[config.mk]
export PLATFORM = sky130hd
export DESIGN_NAME = fetch_unit
export DESIGN_NICKNAME = d
export VERILOG_FILES = /design/src/rtl/fetch_unit.sv
export SDC_FILE = /design/constraint.sdc
export NUM_CORES = 1
export LEC_CHECK = 0
export BUFFER_PORTS_ARGS = -buffer_cell sky130_fd_sc_hd__buf_2
export CELL_PAD_IN_SITES_DETAIL_PLACEMENT = 1
export CELL_PAD_IN_SITES_GLOBAL_PLACEMENT = 1
export CORE_MARGIN = 2
export CORE_UTILIZATION = 40
export DETAILED_ROUTE_END_ITERATION = 10
export GPL_TIMING_DRIVEN = 0
export PLACE_DENSITY = 0.64
export SLEW_MARGIN = 30
export SYNTH_ARGS = -nofsm -noshare
export SYNTH_HDL_FRONTEND = slang
export SYNTH_SLANG_ARGS = --single-unit
[constraint.sdc]
create_clock -name clk_i -period 20.6 [get_ports clk_i]
set_input_delay 2.06 -clock clk_i [delete_from_list [all_inputs] [get_ports clk_i]]
set_output_delay 2.06 -clock clk_i [all_outputs]
set_load 0.01 [all_outputs]
[src/rtl/fetch_unit.sv]
// RV32I fetch stage: PC generation, req/gnt/rvalid instruction-memory bus, and an
// in-order instruction buffer feeding decode over valid/ready, with redirect flush.
module fetch_unit #(
    parameter logic [31:0] RESET_PC   = 32'h0000_0000,
    parameter int          FIFO_DEPTH = 4
) (
    input  logic        clk_i,
    input  logic        res_i,
    output logic        imem_req_o,
    output logic [31:0] imem_addr_o,
    input  logic        imem_gnt_i,
    input  logic        imem_rvalid_i,
    input  logic [31:0] imem_rdata_i,
    input  logic        redirect_i,
    input  logic [31:0] redirect_pc_i,
    output logic [31:0] instr_o,
    output logic [31:0] instr_pc_o,
    output logic        instr_valid_o,
    input  logic        instr_ready_i
);
    localparam int AW = $clog2(FIFO_DEPTH);
    localparam int CW = AW + 1;
    localparam logic [CW:0] DEPTH_W = (CW + 1)'(FIFO_DEPTH);

    logic [31:0]   fetch_pc;
    logic [CW-1:0] outstanding;
    logic [CW-1:0] drop;
    logic [CW-1:0] fifo_count;
    logic [AW-1:0] fifo_wr, fifo_rd, pcq_wr, pcq_rd;
    logic [31:0]   fifo_data [FIFO_DEPTH];
    logic [31:0]   fifo_pc   [FIFO_DEPTH];
    logic [31:0]   pcq       [FIFO_DEPTH];
    logic [CW:0]   credits_used;
    logic          grant, push, pop;

    // Every granted fetch reserves a buffer slot, so the buffer can never overflow.
    assign credits_used  = {1'b0, outstanding} + {1'b0, fifo_count};
    assign imem_req_o    = !res_i && !redirect_i && (credits_used < DEPTH_W);
    assign imem_addr_o   = fetch_pc;
    assign grant         = imem_req_o && imem_gnt_i;
    assign push          = imem_rvalid_i && (drop == '0) && !redirect_i;
    assign pop           = instr_valid_o && instr_ready_i && !redirect_i;
    assign instr_valid_o = (fifo_count != '0);
    assign instr_o       = fifo_data[fifo_rd];
    assign instr_pc_o    = fifo_pc[fifo_rd];

    always_ff @(posedge clk_i or posedge res_i) begin
        if (res_i) begin
            fetch_pc    <= RESET_PC;
            outstanding <= '0;
            drop        <= '0;
            fifo_count  <= '0;
            fifo_wr     <= '0;
            fifo_rd     <= '0;
            pcq_wr      <= '0;
            pcq_rd      <= '0;
            for (int i = 0; i < FIFO_DEPTH; i++) begin
                fifo_data[i] <= '0;
                fifo_pc[i]   <= '0;
                pcq[i]       <= '0;
            end
        end else if (redirect_i) begin
            // Anything still in flight after this cycle's response belongs to the old path.
            fetch_pc    <= {redirect_pc_i[31:2], 2'b00};
            fifo_count  <= '0;
            fifo_wr     <= '0;
            fifo_rd     <= '0;
            pcq_wr      <= '0;
            pcq_rd      <= '0;
            outstanding <= outstanding - CW'(imem_rvalid_i);
            drop        <= outstanding - CW'(imem_rvalid_i);
        end else begin
            if (grant) begin
                fetch_pc    <= fetch_pc + 32'd4;
                pcq[pcq_wr] <= fetch_pc;
                pcq_wr      <= pcq_wr + 1'b1;
            end
            outstanding <= outstanding + CW'(grant) - CW'(imem_rvalid_i);
            if (imem_rvalid_i && (drop != '0))
                drop <= drop - 1'b1;
            if (push) begin
                fifo_data[fifo_wr] <= imem_rdata_i;
                fifo_pc[fifo_wr]   <= pcq[pcq_rd];
                fifo_wr            <= fifo_wr + 1'b1;
                pcq_rd             <= pcq_rd + 1'b1;
            end
            if (pop)
                fifo_rd <= fifo_rd + 1'b1;
            fifo_count <= fifo_count + CW'(push) - CW'(pop);
        end
    end
endmodule

-- Yosys cells after proc, flatten, opt, wreduce, memory -nomap -nowiden
Index checks and enable logic that the tools add are counted.
- register bits after elaboration: 433
- latch bits: 0
- RAM bits: 0
- bits in read-only memories: 0
- output and inout port bits: 98
- word-level logic and storage cells: 95
- memories: 0
- add/subtract/negate cells: 12
- multiply operators: 0
- div/mod/pow operators: 0
- $lt $le $gt $ge: 7
- equality and inequality tests: 0
- shifts and indexed selects: 0
- multiplexer cells: 30
- bitwise gates (word level): 5
- reductions and logical operators: 21
- operators by type and width (kind ; number):
    128-bit bitwise mux ; 3
    32-bit two-way mux ; 10
    32-bit binary-select mux with 2-bit select ; 3
    32-bit demux with 2-bit select ; 2
    32-bit by 3-bit adder with 32-bit output, second input constant ; 1
    2-bit two-way mux ; 8
    3-bit >= comparator, second input constant ; 4
    3-bit two-way mux ; 4
    2-bit inverter with 3-bit output ; 4
    1-bit logical AND ; 10
    3-bit by 1-bit subtractor with 3-bit output ; 3
    2-bit by 1-bit adder with 2-bit output, second input constant ; 4
    2-bit nonzero test ; 4
    3-bit by 1-bit adder with 3-bit output ; 2
    3-bit by 1-bit less-than comparator with 1-bit output, second input constant ; 2
    3-bit nonzero test ; 2
    3-bit by 3-bit adder with 4-bit output ; 1
    4-bit by 3-bit less-than comparator with 1-bit output, second input constant ; 1
    2-bit AND reduction ; 2
    3-bit logical NOT ; 1
    3-bit by 1-bit subtractor with 3-bit output, second input constant ; 1
    1-bit logical NOT ; 2
    1-bit inverter ; 1

-- Depth between registers and ports, before layout
- depth after elaboration: 7
- depth in mapped cells: 13

-- Worst setup path before layout
Ideal clock, no wire load.
- path type: input port to output port
- start: input redirect_i
- end: output imem_req_o
- arrival time: 2.548 ns
- data required time: 18.540 ns
- path slack: 15.992 ns
- cell stages on the path: 2
- buffers on the path: 0
- cell sequence: nor4_1 and3_1
- word-level cells in the longest chain between the ends: 3
- RTL lines (element ; line ; RTL):
    from (decl) ; 14 ; input logic redirect_i,
    1-bit logical NOT ; 38 ; assign imem_req_o = !res_i && !redirect_i && (credits_used < DEPTH_W);
    1-bit logical AND (2 in series) ; 38 ;
    to (decl) ; 9 ; output logic imem_req_o,
No other way between the ends.

-- Final worst setup path
- start: register fifo_rd[0]
- end: output instr_pc_o[20]
- word-level cells in the longest chain between the ends: 4
- RTL lines (element ; line ; RTL):
    from (decl) ; 29 ; logic [AW-1:0] fifo_wr, fifo_rd, pcq_wr, pcq_rd;
    from (signal assigned) ; 88 ; fifo_rd <= fifo_rd + 1'b1;
    2-bit inverter with 3-bit output (implied by the code) ; 45 ; assign instr_pc_o = fifo_pc[fifo_rd];
    32-bit binary-select mux with 2-bit select ; 45 ;
    32-bit two-way mux (implied by the code) (2 in series) ; 45 ;
    to (decl) ; 17 ; output logic [31:0] instr_pc_o,
No other way between the ends. The select of a mux whose other input is x is not followed.

==> flow_metrics.tcl <==
set metrics [dict create \
    fin_crit_sh_pct 23.73 \
    io_pins 168 \
    postPlaceCellArea_um2 20490 \
    design_area_um2 21930 \
    drtAntennaViolNets 0 \
    numCtsBuffers 47 \
    fmax_mhz 204.6 \
    ys_types 46 \
    end_kind "output pin" \
    rows 79 \
    worst_ep_required_time_ns 18.54 \
    synth_compound_area_share_pct 2.487 \
    maxCapViolations 0 \
    yosysMostFrequentCell "dfrtp_1" \
    grt_max_degree 94 \
    cts_max_level 2 \
    synth_top_family_by_area "multiplexers" \
    drv_slew 0 \
    slowest_delay_ns 0.61 \
    post_cts_resized 0 \
    postCtsSetupBuffers 0 \
    p_per_area_nw_per_um2 119.1 \
    synth_fa_ha_area_share_pct 1.480 \
    design.die.area_um2 48670 \
    p_leak_uw 0.01056 \
    crit_type "register to output pin" \
    synth_mux_area_share_pct 32.20 \
    synthToLayoutAreaGrowth_pct 16.86 \
    grt_pass1_wl_um 72990 \
    drt-vias-per-instance 5.346 \
    yosysTopAreaCell "dfrtp_1" \
    clk_pin_slew_ns 0.06 \
    ys.warnings.count 0 \
    maxSlewHeadroom_pct 46.06 \
    cts_tree "yes" \
    ys_seq_area_share_pct 55.33 \
    fin_tns_setup_ns 0 \
    worstMarginPinSlew_ns 0.8091 \
    synth_ff_type "dfrtp_1" \
    synth_top_cells_by_count "dfrtp_1 (415), mux2_2 (350), mux4_2 (92), nand2_1 (59), o21ai_0 (42)" \
    synth.cell_area_um2 18770 \
    start_util_pct 40.40 \
    setup_viol 0 \
    drt_iter0_drc 578 \
    clkSinkCount 415 \
    dp_hpwl_um 31850 \
    path_buf_inv 3 \
    cp_data_arrival_time_ns 2.83 \
    firstDrtPassIters 5 \
    die_h_um 220.6 \
    power_uw 2613 \
    nets 1551 \
    netlist_instances 1242 \
    synthSimpleGateAreaFrac_pct 4.140 \
    synth_area_leaders "dfrtp_1 (55%), mux2_2 (21%), mux4_2 (11%)" \
    outcome "completed" \
    hold_violations 0 \
    cts.path.max_buffers 3 \
    skew_ns 0.02696 \
    antenna_found_initial 1 \
    worstPathCellList "clkbuf_1 -> buf_2 -> mux4_2 -> buf_2" \
    port_buffers 161 \
    overflow 0 \
    grt_pass1_vias 12350 \
    post-route-min-period_ns 4.889 \
    clock_latency_ns 0.59 \
    worst_hold_slack_ns 0.4839 \
    drc 0 \
    async_flop_share_pct 100.0 \
    ir_drop_mv 0.06961 \
    synth_top_area_share_pct 55.33 \
    synth_edf_count 0 \
    cp_max_fo 10 \
    wl_um 46750 \
    crit_path_frequent_cell "buf_2" \
    grt_usage_pct 19.85 \
    root_buffer "clkbuf_16" \
    crit_slowest_cell "clkbuf_1" \
    cp_top_family "buffers and inverters" \
    die_w_um 220.6 \
    coreArea_um2 46460 \
    hold_buffers 0 \
    ys_seq_elements 415 \
    vias 11230 \
    rsz0062_at_grt "no" \
    avgRoutedWirePerCell_um 22.25 \
    start_kind "register" \
    synth_xor_xnor_area_share_pct 0.9333 \
    drive_above_1_share_pct 49.77 \
    hold_path.class "register to register" \
    routabilityCongestion 0.7519 \
    avgSynthCellArea_um2 15.11 \
]
flip-flops by register name (all words and copies together) (netlist names):
signal and count:
fifo_count 3, pcq_rd 2, fifo_pc 120, imem_addr_o 30
pcq 120, fifo_rd 2, fifo_data 128, fifo_wr 2
outstanding 3, drop 3, pcq_wr 2
power by group:
group	switching [uW]	total (uW)	internal [uW]	leakage (uW)
Clock	329	789	461	0.000703
Sequential	101	1100	995	0.00557
Combinational	346	727	381	0.00429
Total	775	2610	1840	0.0106
cell usage in the layout (no fill, tap or decap), drive strengths merged, types with 5 or more instances in the layout:
| cell | instances |
|---|---|
| a21oi | 7 |
| and4 | 5 |
| buf | 224 |
| clkbuf | 103 |
| dfrtp | 415 |
| ha | 19 |
| inv | 25 |
| mux2 | 350 |
| mux4 | 92 |
| nand2 | 68 |
| nand3 | 24 |
| nand4 | 10 |
| nor2 | 27 |
| nor4 | 5 |
| o211ai | 9 |
| o21ai | 43 |
| o311ai | 6 |
| xnor2 | 7 |
| xor2 | 13 |
metal layers:
| metal | vias up | track usage (%) | part of all wire, % |
|---|---|---|---|
| met5 | - | 0 | 0 |
| met4 | 0 | 5.822 | 2.0 |
| met3 | 60 | 2.969 | 3.4 |
| met2 | 188 | 32.93 | 49 |
| met1 | 5978 | 27.17 | 46 |
| li1 | 5005 | - | - |
logic make-up (layout without fill, tap and decap cells):
family          Yosys count  in the layout
simple gates            155            155
mux                     445            445
flops                   415            415
xor+xnor                 20             20
other cells               1              5
fa+ha+maj                21             21
buf+inv                 108            356
compound gates           77             77
cell type report:
type | instances | area, um2
diodes | 1 | 2.502
plain buffers | 84 | 550.5
clock buffers | 77 | 1400
clock inverters | 5 | 40.04
fillers | 4647 | 24520
inverters | 24 | 97.59
multi-input cells | 722 | 7755
flip-flops and latches | 415 | 10390
well taps | 607 | 759.5
repair buffers | 166 | 943.4
path summary, 6_finish.rpt:
check | start | to | slack (ns) | cells after the start
min in group asynchronous | res_i | outstanding[2] | 1.49 | 2
max reg2reg | outstanding[2] | outstanding[2] | 17.06 | 13
min reg2reg | pcq[52] | pcq[52] | 0.48 | 2
max | fifo_rd[0] | instr_pc_o[20] | 15.71 | 4
max in group asynchronous | res_i | fifo_pc[56] | 18.04 | 4
min | pcq[52] | pcq[52] | 0.48 | 2
metrics by stage:
stage	setup slack [ns]	std cells	util [%]
detailed placement	15.55	2018	44.11
finish	15.71	2101	47.21
global placement	2.293	2013	43.79
CTS	15.51	2100	47.21
global route	15.44	2101	47.21
floorplan	6.990	1245	-
tightest hold or removal path, stage by stage, from the launching register on:
cell     delay [ns]
dfrtp_1        0.34
nand2_1        0.05
o21ai_0        0.06
No activity file was read; power rests on OpenSTA's default activity.
